--- src/rtl/ped_crossing_ctrl_if.sv ---
// Pedestrian crossing signal bundle.
//  slave  : the controller side (consumes lights/button, drives lamps/flags).
//  master : the environment side (drives lights/button, observes lamps/flags).
//  Signals:
//   light_red/light_yellow/light_green : vehicle light state
//   ped_button                         : raw asynchronous pedestrian button
//   walk/dont_walk                     : pedestrian lamps
//   request_pending                    : latched request awaiting service
//   fault                              : sticky illegal-light flag
//   chirp                              : audible pulse (only with PED_AUDIBLE_EN defined)
interface ped_crossing_ctrl_if;
  logic light_red;
  logic light_yellow;
  logic light_green;
  logic ped_button;
  logic walk;
  logic dont_walk;
  logic request_pending;
  logic fault;
`ifdef PED_AUDIBLE_EN
  logic chirp;

  modport slave (
    input  light_red, light_yellow, light_green, ped_button,
    output walk, dont_walk, request_pending, fault, chirp
  );

  modport master (
    output light_red, light_yellow, light_green, ped_button,
    input  walk, dont_walk, request_pending, fault, chirp
  );
`else
  modport slave (
    input  light_red, light_yellow, light_green, ped_button,
    output walk, dont_walk, request_pending, fault
  );

  modport master (
    output light_red, light_yellow, light_green, ped_button,
    input  walk, dont_walk, request_pending, fault
  );
`endif
endinterface

--- src/rtl/ped_crossing_ctrl.sv ---
// Pedestrian signal stage downstream of the vehicle traffic-light FSM.
// Latches button requests and grants a steady WALK interval followed by a flashing
// clearance interval at the start of the next red phase. Any illegal light combination
// forces a sticky fault mode that only reset can leave.
// Ports:
//  clk   : clock, rising edge
//  reset : asynchronous, active-high
//  bus   : ped_crossing_ctrl_if.slave (lights, button in; walk, dont_walk,
//          request_pending, fault out; chirp out when PED_AUDIBLE_EN is defined)
// Build option: define PED_AUDIBLE_EN to add the audible chirp output.
module ped_crossing_ctrl #(
  parameter int unsigned WALK_CYCLES  = 6,
  parameter int unsigned CLEAR_CYCLES = 4,
  parameter int unsigned FLASH_HALF   = 1,
  parameter int unsigned CNT_W        = 4
) (
  input logic                 clk,
  input logic                 reset,
  ped_crossing_ctrl_if.slave  bus
);

  localparam logic [1:0] StIdle  = 2'd0;
  localparam logic [1:0] StWalk  = 2'd1;
  localparam logic [1:0] StClear = 2'd2;
  localparam logic [1:0] StFault = 2'd3;

  localparam logic [CNT_W-1:0] WalkLoad  = CNT_W'(WALK_CYCLES - 1);
  localparam logic [CNT_W-1:0] ClearLoad = CNT_W'(CLEAR_CYCLES - 1);
  localparam logic [CNT_W-1:0] FlashLast = CNT_W'(FLASH_HALF - 1);

  // Button synchronizer and edge detector.
  logic btn_sync1_q, btn_sync2_q, btn_prev_q;
  logic btn_evt;

  // Registered lights {red, yellow, green} and previous red.
  logic [2:0] light_q;
  logic       red_prev_q;
  logic       red_rise;
  logic       lights_ok;

  logic [1:0]       state_q, state_d;
  logic [CNT_W-1:0] cnt_q, cnt_d;
  logic [CNT_W-1:0] fcnt_q, fcnt_d;
  logic             flash_q, flash_d;
  logic             req_q, req_d;
  logic             flash_tick;

  logic walk, dont_walk, fault;

  always_ff @(posedge clk or posedge reset) begin
    if (reset) begin
      btn_sync1_q <= 1'b0;
      btn_sync2_q <= 1'b0;
      btn_prev_q  <= 1'b0;
    end else begin
      btn_sync1_q <= bus.ped_button;
      btn_sync2_q <= btn_sync1_q;
      btn_prev_q  <= btn_sync2_q;
    end
  end

  assign btn_evt = btn_sync2_q & ~btn_prev_q;

  // light_q resets to a legal "red" with red_prev set, so the first sampled cycle after
  // reset neither looks illegal nor fabricates a red rising edge.
  always_ff @(posedge clk or posedge reset) begin
    if (reset) begin
      light_q    <= 3'b100;
      red_prev_q <= 1'b1;
    end else begin
      light_q    <= {bus.light_red, bus.light_yellow, bus.light_green};
      red_prev_q <= light_q[2];
    end
  end

  assign red_rise   = light_q[2] & ~red_prev_q;
  assign lights_ok  = (light_q == 3'b100) || (light_q == 3'b010) || (light_q == 3'b001);
  assign flash_tick = (fcnt_q >= FlashLast);

  always_comb begin
    state_d = state_q;
    cnt_d   = (cnt_q != '0) ? cnt_q - CNT_W'(1) : cnt_q;
    fcnt_d  = fcnt_q;
    flash_d = flash_q;

    unique case (state_q)
      StIdle: begin
        if (red_rise && req_q) begin
          state_d = StWalk;
          cnt_d   = WalkLoad;
        end
      end
      StWalk: begin
        if (!light_q[2]) begin
          state_d = StIdle;
        end else if (cnt_q == '0) begin
          state_d = StClear;
          cnt_d   = ClearLoad;
          flash_d = 1'b1;
          fcnt_d  = '0;
        end
      end
      StClear: begin
        if (flash_tick) begin
          flash_d = ~flash_q;
          fcnt_d  = '0;
        end else begin
          fcnt_d  = fcnt_q + CNT_W'(1);
        end
        if (!light_q[2] || (cnt_q == '0)) begin
          state_d = StIdle;
        end
      end
      StFault: begin
        if (flash_tick) begin
          flash_d = ~flash_q;
          fcnt_d  = '0;
        end else begin
          fcnt_d  = fcnt_q + CNT_W'(1);
        end
      end
      default: state_d = StIdle;
    endcase

    // Illegal lights override every other transition; flash restarts on entry only.
    if (!lights_ok && (state_q != StFault)) begin
      state_d = StFault;
      flash_d = 1'b1;
      fcnt_d  = '0;
    end
  end

  // Request latch: cleared on WALK entry even if a new press lands in that same cycle.
  always_comb begin
    req_d = req_q;
    if ((state_q == StFault) || (state_d == StFault)) begin
      req_d = 1'b0;
    end else if ((state_q != StWalk) && (state_d == StWalk)) begin
      req_d = 1'b0;
    end else if (btn_evt) begin
      req_d = 1'b1;
    end
  end

  always_ff @(posedge clk or posedge reset) begin
    if (reset) begin
      state_q <= StIdle;
      cnt_q   <= '0;
      fcnt_q  <= '0;
      flash_q <= 1'b1;
      req_q   <= 1'b0;
    end else begin
      state_q <= state_d;
      cnt_q   <= cnt_d;
      fcnt_q  <= fcnt_d;
      flash_q <= flash_d;
      req_q   <= req_d;
    end
  end

  always_comb begin
    walk      = 1'b0;
    dont_walk = 1'b1;
    fault     = 1'b0;
    unique case (state_q)
      StIdle:  dont_walk = 1'b1;
      StWalk: begin
        walk      = 1'b1;
        dont_walk = 1'b0;
      end
      StClear: dont_walk = flash_q;
      StFault: begin
        dont_walk = flash_q;
        fault     = 1'b1;
      end
      default: dont_walk = 1'b1;
    endcase
  end

  assign bus.walk            = walk;
  assign bus.dont_walk       = dont_walk;
  assign bus.request_pending = req_q;
  assign bus.fault           = fault;

`ifdef PED_AUDIBLE_EN
  // Free 2-bit counter: zero on the first WALK cycle, wraps every 4 WALK cycles.
  logic [1:0] chirp_cnt_q;

  always_ff @(posedge clk or posedge reset) begin
    if (reset) begin
      chirp_cnt_q <= 2'd0;
    end else if ((state_q != StWalk) && (state_d == StWalk)) begin
      chirp_cnt_q <= 2'd0;
    end else if (state_q == StWalk) begin
      chirp_cnt_q <= chirp_cnt_q + 2'd1;
    end
  end

  assign bus.chirp = (state_q == StWalk) && (chirp_cnt_q == 2'd0);
`endif

endmodule
--- src/flat_wrapper.sv ---
// flat-port wrapper written by rule: the top's interface ports become plain ports
module ped_crossing_ctrl_flat 
#(
  parameter int unsigned WALK_CYCLES  = 6,
  parameter int unsigned CLEAR_CYCLES = 4,
  parameter int unsigned FLASH_HALF   = 1,
  parameter int unsigned CNT_W        = 4
)
  (clk, reset, bus_light_red, bus_light_yellow, bus_light_green, bus_ped_button, bus_walk, bus_dont_walk, bus_request_pending, bus_fault);
  ped_crossing_ctrl_if bus_i ();
  input logic clk;
  input logic reset;
  input wire logic [$bits(bus_i.light_red)-1:0] bus_light_red;
  input wire logic [$bits(bus_i.light_yellow)-1:0] bus_light_yellow;
  input wire logic [$bits(bus_i.light_green)-1:0] bus_light_green;
  input wire logic [$bits(bus_i.ped_button)-1:0] bus_ped_button;
  output wire logic [$bits(bus_i.walk)-1:0] bus_walk;
  output wire logic [$bits(bus_i.dont_walk)-1:0] bus_dont_walk;
  output wire logic [$bits(bus_i.request_pending)-1:0] bus_request_pending;
  output wire logic [$bits(bus_i.fault)-1:0] bus_fault;
  assign bus_i.light_red = bus_light_red;
  assign bus_i.light_yellow = bus_light_yellow;
  assign bus_i.light_green = bus_light_green;
  assign bus_i.ped_button = bus_ped_button;
  assign bus_walk = bus_i.walk;
  assign bus_dont_walk = bus_i.dont_walk;
  assign bus_request_pending = bus_i.request_pending;
  assign bus_fault = bus_i.fault;
  ped_crossing_ctrl #(.WALK_CYCLES(WALK_CYCLES), .CLEAR_CYCLES(CLEAR_CYCLES), .FLASH_HALF(FLASH_HALF), .CNT_W(CNT_W)) u_core (.clk(clk), .reset(reset), .bus(bus_i));
endmodule
--- config.mk ---
export PLATFORM = sky130hd
export DESIGN_NAME = ped_crossing_ctrl_flat
export DESIGN_NICKNAME = d
export VERILOG_FILES = /design/src/rtl/ped_crossing_ctrl_if.sv /design/src/rtl/ped_crossing_ctrl.sv /design/src/flat_wrapper.sv
export SDC_FILE = /design/constraint.sdc
export NUM_CORES = 1
export LEC_CHECK = 0
export BUFFER_PORTS_ARGS = -buffer_cell sky130_fd_sc_hd__buf_4
export CAP_MARGIN = 20
export CORE_AREA = 2 2 39 41
export DETAILED_ROUTE_END_ITERATION = 16
export DIE_AREA = 0 0 41 43
export MAX_ROUTING_LAYER = met4
export PLACE_DENSITY = 0.71
export SYNTH_ARGS = -nofsm -noshare
export SYNTH_HDL_FRONTEND = slang
export SYNTH_SLANG_ARGS = --single-unit
--- constraint.sdc ---
create_clock -name clk -period 4 [get_ports clk]
set_input_delay 0.4 -clock clk [delete_from_list [all_inputs] [get_ports clk]]
set_output_delay 0.4 -clock clk [all_outputs]
set_load 0.01 [all_outputs]
==> results of run 1 <==
power by group:
part / switching (µW) / internal (µW)
Sequential: 21.6 / 183
Clock: 44.5 / 38.5
Combinational: 53.8 / 61.3
Total: 120 / 283
cells in the final DEF, fill, tap and decap left out:
cell,instances
dfrtp_1,12
nand2_1,3
a21o_1,1
nand2b_1,2
clkbuf_1,1
nor3_1,1
a22oi_1,1
dfstp_2,3
o21ai_2,1
buf_4,9
a311oi_1,1
and3_1,3
ha_1,2
and2_2,2
nand3_1,3
or3b_1,1
inv_1,7
o211ai_1,4
xnor2_1,1
a21oi_1,3
nor3b_2,1
nand3b_1,2
or4_4,1
nor2_1,1
clkbuf_4,3
xor2_1,1
per-stage QoR:
step / worst slack, ns / cells
after detailed placement: 2.41 / 82
after global routing: 2.29 / 86
after floorplan: 2.55 / 58
final: 2.36 / 86
after global placement: 2.48 / 82
after CTS: 2.36 / 86
final cells by class:
class	count	area (µm²)
tap	16	20.0
timing repair buffer	9	67.6
inverter	7	26.3
clock buffer	4	26.3
fill	126	616
multi-input combinational	35	249
sequential	15	379
cells by family (layout without fill, tap and decap cells):
logic type,after synthesis,after routing
compound gates,11,11
xor+xnor,2,2
fa+ha+maj,2,2
buf+inv,8,20
flops,15,15
simple gates,20,20
synth_stat cells:
master / count
dfrtp_1: 12
inv_1: 7
o211ai_1: 4
a21oi_1: 3
and3_1: 3
dfstp_2: 3
nand2_1: 3
nand3_1: 3
and2_2: 2
ha_1: 2
nand2b_1: 2
nand3b_1: 2
a21o_1: 1
a22oi_1: 1
a311oi_1: 1
buf_4: 1
nor2_1: 1
nor3_1: 1
nor3b_2: 1
o21ai_2: 1
or3b_1: 1
or4_4: 1
xnor2_1: 1
xor2_1: 1
flip-flops by register name, summed over array words and instances (netlist names):
name,count
u_core.btn_prev_q,1
u_core.bus.request_pending,1
u_core.light_q,3
u_core.cnt_q,4
u_core.btn_sync2_q,1
u_core.red_prev_q,1
u_core.flash_q,1
u_core.state_q,2
u_core.btn_sync1_q,1
routing by layer:
| layer | global-route usage | part of all wire |
|---|---|---|
| met5 | - | 0 |
| met4 | 0.0600 | 0.011 |
| met3 | 0.0471 | 0.042 |
| met2 | 0.241 | 0.53 |
| met1 | 0.175 | 0.41 |
worst max-delay path: cells and delay by family (launching register included):
kind	cells	cell delay [ns]
DFF	1	0.46
and+or+nand+nor	1	0.21
AOI/OAI and AO/OA	1	0.15
buffers and inverters	1	0.14
final timing paths:
path,endpoint,slack (ns),cells after the start
max,bus_dont_walk,2.36,3
min,u_core.light_q[0],0.17,2
max reg2reg,u_core.cnt_q[0],2.39,7
min reg2reg,u_core.btn_sync2_q,0.36,0
max in group asynchronous,u_core.red_prev_q,3.46,2
min in group clk,u_core.btn_sync1_q,0.23,1
==> qor.txt, run 1 <==
DIE AREA -> 1760 µm²
Initial DRC count -> 12
Clock Skews -> 0.00390 ns
Tcrit/Tclk final -> 0.409
YS warnings -> 0
Crit Path Class -> flip-flop to primary output
Synth Area in Simple Gates -> 0.195
H-tree Lvls -> 1
Worst setup SP type -> flip-flop
Crit-path max FO -> 8
Pin count of the biggest net entering global routing -> 16
Post-route cell area -> 768 µm²
Pwr Density -> 525 nW/µm²
Adder-cell area share of the yosys netlist -> 0.0378
Nets -> 79
Reg clk slew, reported paths -> 0.09 ns
Detail-routed via count per cell -> 5.31
Crit path DAT -> 1.24 ns
Post-CTS setup buffer count -> 0
Number of global-route vias before repair -> 431
Initial antenna violation count -> 0
Grt total ovfl -> 0
Gp weighted congestion -> 0.747
Via count -> 457
ANT nets after route -> 0
First-pass detailed-route iteration total -> 4
Worst-Skew Late Latency -> 0.27 ns
Top-level I/O count -> 10
Top cell type by total area after synthesis -> dfrtp_1
WL per Instance -> 12.5 µm
Yosys top cell area share -> 0.454
Fmax -> 0.611 GHz
Post-synthesis mux area share -> 0
Cells after Synth -> 58
Antenna cell count -> 0
Post_cts resized -> 0
Synth Area in Compound Gates -> 0.117
Syn nets -> 66
Slowest cell delay on critical path -> 0.46 ns
Final Max Tran Viols -> 0
Worst Tran Pin Value -> 0.550 ns
CP Cell Sequence -> and2_2, a21o_1, buf_4
Design Power -> 403 µW
Max clock buf depth -> 2
Synthesized area -> 662 µm²
Syn_area_per_cell -> 11.4 µm²
Num CTS Buffers -> 3
# setup viols final -> 0
Critical Path Source -> u_core.state_q[1]
Initial core utilization -> 0.478
Sequential fraction of the synthesis area -> 0.573
GRT Overall Usage -> 0.153
MaxCap Viol Count -> 0
Die W -> 41 µm
First-pass GRT wire length -> 1740 µm
Hold WS -> 0.169 ns
Row count -> 14
Hold_buf cts -> 0
RSZ-0062 raised after global routing -> false
Synth Area in XOR/XNOR -> 0.0265
Core area -> 1380 µm²
Layout cell share with drive strength beyond 1 -> 0.286
Area contributors post-synth -> dfrtp_1 (45%), dfstp_2 (12%), o211ai_1 (4.5%), inv_1 (4.0%), ha_1 (3.8%)
Status -> finished clean
Relative slew margins -> 0.633
Port bufs -> 9
Core Util, Final -> 0.555
Fin Setup TNS -> 0 ns
WP data required -> 3.60 ns
Peak supply drop -> 312 µV
Final hold vios -> 0
Cell variety after synth -> 24
Routed WL -> 1070 µm
Root buf cell -> clkbuf_4
Final min period -> 1.64 ns
Slowest cell on crit path -> dfrtp_1
CTS tree -> yes
# DRC -> 0
Area Growth Syn to Fin -> 16.1%
Placed inst area -> 742 µm²
Dpl hpwl -> 784 µm
Static Leak -> 0.000364 µW
Min-delay worst type -> input port to async pin
Largest family of logic cells by synthesized area -> simple AND/OR/NAND/NOR gates
Crit path capture type -> primary output
Reg2reg start -> u_core.cnt_q[0]
Chip height -> 43 µm
CTS Sinks -> 15
Seq cells post-synth -> 15
No activity file was read; power rests on OpenSTA's default activity.
==> inputs of run 2 (changes only) <==
--- a/config.mk
+++ b/config.mk
@@ -7,9 +7,9 @@
 export LEC_CHECK = 0
 export BUFFER_PORTS_ARGS = -buffer_cell sky130_fd_sc_hd__buf_4
 export CAP_MARGIN = 20
-export CORE_AREA = 2 2 39 41
+export CORE_MARGIN = 1
+export CORE_UTILIZATION = 47
 export DETAILED_ROUTE_END_ITERATION = 16
-export DIE_AREA = 0 0 41 43
 export MAX_ROUTING_LAYER = met4
 export PLACE_DENSITY = 0.71
 export SYNTH_ARGS = -nofsm -noshare
==> constraint.sdc (replaced) <==
create_clock -name clk -period 1.3 [get_ports clk]
set_input_delay 0.13 -clock clk [delete_from_list [all_inputs] [get_ports clk]]
set_output_delay 0.13 -clock clk [all_outputs]
set_load 0.01 [all_outputs]
==> run 2 against run 1 <==
  * Global-route usage rose by 7.3 points
  * Cell count rose by 20%
  * Critical path type is now flip-flop to flip-flop
  * Routed wire length rose by 42%
  * Worst hold slack improved by 0.19 ns
  * Non-clock buffer count rose by 18
  * Total power rose to 4.0 times the previous value
  * Clock-buffer cell count did not move
  * Die area fell by 11%
  * The flow now finishes with violations (setup timing)
  * Final area rose by 27%
  * Clock skew fell by 0.0018 ns
  * Sequential cell count did not move
  * Via count rose by 18%
  * Largest cell class unchanged
  * Largest power group is now combinational logic
==> qor.txt, run 2 (same netlist as run 1, synthesis figures left out) <==
Buffers & Inverters on Critical Path -> 2 (was 1)
Antenna cell count -> 0 (unchanged)
Initial core utilization -> 0.509 (was 0.478)
Max clock buf depth -> 2 (unchanged)
Multi-input logic area -> 297 µm² (was 249 µm²)
Area Growth Syn to Fin -> 47.6% (was 16.1%)
Gp weighted congestion -> 0.858 (was 0.747)
ANT nets after route -> 0 (unchanged)
R2r setup slk -> -0.08 ns (was 2.39 ns)
Status -> finished, violations left (was finished clean)
Core Util, Final -> 0.751 (was 0.555)
Pin count of the biggest net entering global routing -> 16 (unchanged)
WL met2 -> 799 µm (was 570 µm)
Static Leak -> 0.000452 µW (was 0.000364 µW)
Crit Path Class -> flip-flop to flip-flop (was flip-flop to primary output)
Number of global-route vias before repair -> 505 (was 431)
WHS Path Cells -> 0
Worst Reg-to-Reg Cells -> 7 (unchanged)
CTS tree -> yes (unchanged)
Commonest non-fill, non-tap cell in the layout -> buf_4 (was dfrtp_1)
Fmax -> 0.726 GHz
Pwr Density -> 1640 nW/µm² (was 525 nW/µm²)
Detail-routed via count per cell -> 5.24 (was 5.31)
RSZ-0062 raised after global routing -> true (was false)
Dpl hpwl -> 960 µm (was 784 µm)
Highest metal used -> met4 (unchanged)
Num CTS Buffers -> 3 (unchanged)
Port bufs -> 9 (unchanged)
Power Internal -> 1090 µW (was 283 µW)
Via count -> 540 (was 457)
Biggest register -> u_core.cnt_q (unchanged)
Crit path capture type -> flip-flop (was primary output)
WP data required -> 1.50 ns (was 3.60 ns)
Chip height -> 39.5 µm (was 43 µm)
Switch share -> 0.317 (was 0.298)
Final Max Tran Viols -> 0 (unchanged)
Flop pwr share -> 0.407 (was 0.508)
Metal-1 WL -> 674 µm (was 443 µm)
Top delay family on crit path -> flip-flops (unchanged)
Row count -> 13 (was 14)
# DRC -> 0 (unchanged)
GRT Overall Usage -> 0.226 (was 0.153)
Hold Path End -> u_core.btn_sync2_q
Crit path DAT -> 1.58 ns (was 1.24 ns)
CTS Sinks -> 15 (unchanged)
Logic pwr share -> 0.429 (was 0.286)
Peak supply drop -> 985 µV (was 312 µV)
Worst-Skew Late Latency -> 0.28 ns (was 0.27 ns)
Top-level I/O count -> 10 (unchanged)
DIE AREA -> 1560 µm² (was 1760 µm²)
Clock Power Share -> 0.163 (was 0.206)
CP Cell Sequence -> inv_2, ha_4, nor3b_4, inv_2, ha_4, nand2_1, o211ai_1 (was and2_2, a21o_1, buf_4)
Slowest cell delay on critical path -> 0.39 ns (was 0.46 ns)
Largest regs -> u_core.cnt_q x4, u_core.light_q x3, u_core.state_q x2 (unchanged)
Routed WL -> 1520 µm (was 1070 µm)
Clock Skews -> 0.00210 ns (was 0.00390 ns)
Crit-path max FO -> 4 (was 8)
Root buf cell -> clkbuf_4 (unchanged)
Reg2reg end -> u_core.cnt_q[0] (unchanged)
Failing checks -> setup timing
Filler cell count -> 85 (was 126)
Initial DRC count -> 6 (was 12)
Sw power -> 507 µW (was 120 µW)
First-pass GRT wire length -> 2140 µm (was 1740 µm)
Tcrit/Tclk final -> 1.06
Max reg flops -> 4 (unchanged)
Most frequent cells in the layout -> buf_4 (18), dfrtp_1 (12), inv_2 (5), dlygate4sd3_1 (5) (was dfrtp_1 (12), buf_4 (9), inv_1 (7))
WL met3 -> 24 µm (was 45 µm)
Final min period -> 1.38 ns
Register area -> 379 µm² (unchanged)
MaxCap Viol Count -> 0 (unchanged)
Hold WS -> 0.358 ns (was 0.169 ns)
Die W -> 39.5 µm (was 41 µm)
First-pass detailed-route iteration total -> 4 (unchanged)
Fin cells -> 103 (was 86)
Min-delay src -> u_core.btn_sync1_q
WL per Instance -> 14.8 µm (was 12.5 µm)
Setup ws final -> -0.0767 ns (was 2.36 ns)
# setup viols final -> 8 (was 0)
Worst setup SP type -> flip-flop (unchanged)
Core area -> 1300 µm² (was 1380 µm²)
Worst Tran Pin Value -> 0.571 ns (was 0.550 ns)
Grt total ovfl -> 0 (unchanged)
Layout cell share with drive strength beyond 1 -> 0.489 (was 0.286)
Relative slew margins -> 0.619 (was 0.633)
Nets -> 97 (was 79)
H-tree Lvls -> 1 (unchanged)
Placed Instances -> 89 (was 82)
Final hold vios -> 0 (unchanged)
Initial antenna violation count -> 0 (unchanged)
Slowest cell on crit path -> dfrtp_1 (unchanged)
Reg clk slew, reported paths -> 0.08 ns (was 0.09 ns)
Reg2reg start -> u_core.cnt_q[1] (was u_core.cnt_q[0])
Min-delay worst type -> flip-flop to flip-flop (was input port to async pin)
-- run 2: cell types whose count changed in the layout (fill, tap and decap cells not counted), moves of 4 or more --
cell and change:
inv_2 +5, buf_6 +4, buf_4 +9, dlygate4sd3_1 +5
inv_1 -5
-- run 2: stage by stage --
stage | total power (µW) | TNS (ns) | area, µm² | setup WS, ns
floorplan | 958 | -0.360 | 687 | -0.0996
global placement | 1140 | -0.119 | 822 | -0.0336
detailed placement | 1170 | -0.301 | 822 | -0.0946
CTS | 1520 | -0.291 | 946 | -0.0656
global route | 1700 | -0.742 | 977 | -0.137
finish | 1600 | -0.347 | 977 | -0.0767
-- run 2: area by class of cell --
type / instances / area share
clock buffer: 4 / 0.0269
inverter: 7 / 0.0269
multi-input combinational: 35 / 0.303
sequential: 15 / 0.388
tap: 15 / 0.0192
timing repair buffer: 27 / 0.236
-- run 2: timing repair --
item                                    4_1_cts  5_1_grt
endpoints found under the setup margin        8       10
pin swaps                                     3        2
setup buffers                                 3        2
resized for setup                             7        7
hold endpoints to repair                     16        0
hold buffers                                  5        0
-- run 2: power by group through the flow --
stage	sequential (µW)	clock [µW]	combinational, µW
after global placement	636	0	501
after CTS	646	264	607
final	651	261	686
after global routing	659	292	747
after detailed placement	646	0	524
after floorplan	637	0	321
-- run 2: worst max path at each step --
| stage | cells after the start | from | slack (ns) | end |
|---|---|---|---|---|
| global route | 7 | u_core.cnt_q[1] | -0.14 | u_core.cnt_q[0] |
| finish | 7 | u_core.cnt_q[1] | -0.08 | u_core.cnt_q[0] |
| CTS | 3 | u_core.light_q[2] | -0.07 | u_core.bus.request_pending |
| global placement | 3 | u_core.light_q[2] | -0.03 | u_core.cnt_q[3] |
| detailed placement | 7 | u_core.cnt_q[1] | -0.09 | u_core.cnt_q[0] |
| floorplan | 7 | u_core.cnt_q[0] | -0.1 | u_core.cnt_q[0] |
-- run 2: routing by layer --
metal | vias to the layer above | GRT usage
met4 | 0 | 0.129
met3 | 4 | 0.0341
met5 | - | -
met2 | 11 | 0.385
li1 | 262 | -
met1 | 263 | 0.248
-- run 2: worst reg2reg max path: cells and delay by family, from the launching register on --
| kind | cells | cell delay, ns |
|---|---|---|
| simple gates | 2 | 0.25 |
| fa+ha+maj | 2 | 0.39 |
| buf+inv | 2 | 0.19 |
| compound gates | 1 | 0.08 |
| flops | 1 | 0.39 |
==> inputs of run 3 (changes only) <==
--- a/config.mk
+++ b/config.mk
@@ -9,9 +9,12 @@
 export CAP_MARGIN = 20
 export CORE_MARGIN = 1
 export CORE_UTILIZATION = 47
+export CTS_BUF_LIST = sky130_fd_sc_hd__clkbuf_16
+export CTS_CLUSTER_SIZE = 25
 export DETAILED_ROUTE_END_ITERATION = 16
 export MAX_ROUTING_LAYER = met4
 export PLACE_DENSITY = 0.71
 export SYNTH_ARGS = -nofsm -noshare
 export SYNTH_HDL_FRONTEND = slang
 export SYNTH_SLANG_ARGS = --single-unit
+export TNS_END_PERCENT = 50
==> run 3 against run 2 <==
  * The run still ends with setup timing left
  * Critical path depth is the same
  * Maximum frequency shrank 2.5%
  * Combinational power grew 9.9%
  * First-iteration DRC count is the same
  * Sequential power is essentially flat
  * Worst setup slack lost 0.035 ns
==> qor.txt, run 3 (same netlist as run 1, synthesis figures left out) <==
Final Max Tran Viols -> 0 (unchanged)
Nets -> 97 (unchanged)
Row count -> 13 (unchanged)
Initial DRC count -> 6 (unchanged)
Slowest cell delay on critical path -> 0.40 ns (was 0.39 ns)
Design Power -> 1990 µW (was 1600 µW)
GRT Overall Usage -> 0.241 (was 0.226)
Chip height -> 39.5 µm (unchanged)
Crit path capture type -> flip-flop (unchanged)
Commonest non-fill, non-tap cell in the layout -> buf_4 (unchanged)
Relative slew margins -> 0.607 (was 0.619)
DIE AREA -> 1560 µm² (unchanged)
Min-delay worst type -> flip-flop to flip-flop (unchanged)
ANT nets after route -> 0 (unchanged)
Crit path to -> u_core.cnt_q[0] (unchanged)
Final min period -> 1.41 ns (was 1.38 ns)
Layout cell share with drive strength beyond 1 -> 0.466 (was 0.489)
# DRC -> 0 (unchanged)
Grt total ovfl -> 0 (unchanged)
Num CTS Buffers -> 3 (unchanged)
Slowest cell on crit path -> dfrtp_1 (unchanged)
Detail-routed via count per cell -> 5.38 (was 5.24)
Worst Reg-to-Reg Cells -> 7 (unchanged)
Hold WS -> 0.360 ns (was 0.358 ns)
Via count -> 554 (was 540)
Pwr Density -> 1950 nW/µm² (was 1640 nW/µm²)
Setup ws final -> -0.112 ns (was -0.0767 ns)
Clock Skews -> 0.00178 ns (was 0.00210 ns)
# setup viols final -> 8 (unchanged)
Most frequent cells in the layout -> buf_4 (20), dfrtp_1 (12), inv_1 (5), dlygate4sd3_1 (5), o211ai_1 (4) (was buf_4 (18), dfrtp_1 (12), inv_2 (5), dlygate4sd3_1 (5))
Peak supply drop -> 1190 µV (was 985 µV)
CP Cell Sequence -> inv_2, ha_4, nor3b_4, inv_2, ha_4, nand2_2, o211ai_1 (was inv_2, ha_4, nor3b_4, inv_2, ha_4, nand2_1, o211ai_1)
R2r setup slk -> -0.11 ns (was -0.08 ns)
Largest regs -> u_core.cnt_q x4, u_core.light_q x3, u_core.state_q x2 (unchanged)
Core Util, Final -> 0.785 (was 0.751)
Crit Path Class -> flip-flop to flip-flop (unchanged)
Number of global-route vias before repair -> 512 (was 505)
Crit-path max FO -> 4 (unchanged)
Port bufs -> 9 (unchanged)
Dpl hpwl -> 902 µm (was 960 µm)
Filler cell count -> 73 (was 85)
Critical Path Source -> u_core.cnt_q[1] (unchanged)
Tcrit/Tclk final -> 1.09 (was 1.06)
CTS tree -> yes (unchanged)
Routed WL -> 1570 µm (was 1520 µm)
Reg2reg start -> u_core.cnt_q[1] (unchanged)
Worst setup SP type -> flip-flop (unchanged)
First-pass detailed-route iteration total -> 4 (unchanged)
Worst-Skew Late Latency -> 0.25 ns (was 0.28 ns)
Antenna cell count -> 0 (unchanged)
Static Leak -> 0.000476 µW (was 0.000452 µW)
Top-level I/O count -> 10 (unchanged)
Root buf cell -> clkbuf_16 (was clkbuf_4)
Core area -> 1300 µm² (unchanged)
Max reg flops -> 4 (unchanged)
MaxCap Viol Count -> 0 (unchanged)
Max clock buf depth -> 2 (unchanged)
Failing checks -> setup timing (unchanged)
Die W -> 39.5 µm (unchanged)
Reg2reg end -> u_core.cnt_q[0] (unchanged)
First-pass GRT wire length -> 2360 µm (was 2140 µm)
Final hold vios -> 0 (unchanged)
Crit path DAT -> 1.53 ns (was 1.58 ns)
Initial core utilization -> 0.509 (unchanged)
Worst Tran Pin Value -> 0.589 ns (was 0.571 ns)
H-tree Lvls -> 1 (unchanged)
CTS Sinks -> 15 (unchanged)
Initial antenna violation count -> 0 (unchanged)
WL per Instance -> 15.2 µm (was 14.8 µm)
WP data required -> 1.42 ns (was 1.50 ns)
Fmax -> 0.708 GHz (was 0.726 GHz)
Gp weighted congestion -> 0.842 (was 0.858)
Area Growth Syn to Fin -> 54.3% (was 47.6%)
Pin count of the biggest net entering global routing -> 16 (unchanged)
Reg clk slew, reported paths -> 0.05 ns (was 0.08 ns)
Status -> finished, violations left (unchanged)
Biggest register -> u_core.cnt_q (unchanged)
RSZ-0062 raised after global routing -> true (unchanged)
[run 3: cell types whose count changed in the layout (fill, tap and decap cells not counted), moves of 2 or more]
cell	change
clkbuf_16	+3
clkbuf_4	-3
inv_1	+3
buf_4	+2
buf_6	-2
inv_2	-2
[run 3: worst min path at each step]
stage                                   from                         end  cells past startpoint  slack [ns]
after floorplan                        reset           u_core.btn_prev_q                      1        0.03
after global placement                 reset          u_core.btn_sync2_q                      2        0.22
after detailed placement               reset  u_core.bus.request_pending                      2        0.22
after CTS                 u_core.btn_sync1_q          u_core.btn_sync2_q                      0        0.36
after global routing      u_core.btn_sync1_q          u_core.btn_sync2_q                      0        0.37
final                     u_core.btn_sync1_q          u_core.btn_sync2_q                      0        0.36
[run 3: power by group]
group / total (µW) / internal (µW) / switching, µW
combinational: 754 / 446 / 308
clock: 588 / 407 / 182
sequential: 652 / 567 / 85.6
total: 1990 / 1420 / 575
[run 3: critical path: cells and delay by family (launching register included)]
kind,cells,cell delay [ns]
adders and majority gates,2,0.35
AOI/OAI and AO/OA,1,0.08
DFF,1,0.40
buffers and inverters,2,0.19
and+or+nand+nor,2,0.27
[run 3: timing repair]
action | 4_1_cts | 5_1_grt
hold buffers | 5 | 0
setup buffers | 4 | 2
hold endpoints to repair | 16 | 0
pin swaps | 2 | 0
gates resized for setup | 8 | 1
setup endpoints to repair | 8 | 8
[run 3: stage by stage]
| step | worst slack, ns | std cells | setup TNS, ns | area [µm²] |
|---|---|---|---|---|
| after CTS | -0.0702 | 101 | -0.139 | 1000 |
| after global placement | -0.0934 | 88 | -0.174 | 815 |
| after detailed placement | -0.142 | 88 | -0.365 | 815 |
| after floorplan | -0.0997 | 58 | -0.340 | 687 |
| after global routing | -0.159 | 103 | -0.786 | 1020 |
| final | -0.112 | 103 | -0.372 | 1020 |
[run 3: per-layer routing]
metal  up-vias  wire length, µm  GRT usage
li1        261                -          -
met1       264              694      0.309
met2        24              753      0.357
met3         5               96     0.0625
met4         0               24      0.103
met5         -                0          -
[run 3: cell type report]
class,instances,area [µm²],share of cell area
Multi-Input combinational cell,35,295,0.289
Inverter,7,26.3,0.0257
Clock inverter,1,3.75,0.00368
Clock buffer,3,75.1,0.0735
Tap cell,15,18.8,0.0184
Sequential cell,15,379,0.371
Timing Repair Buffer,27,223,0.218
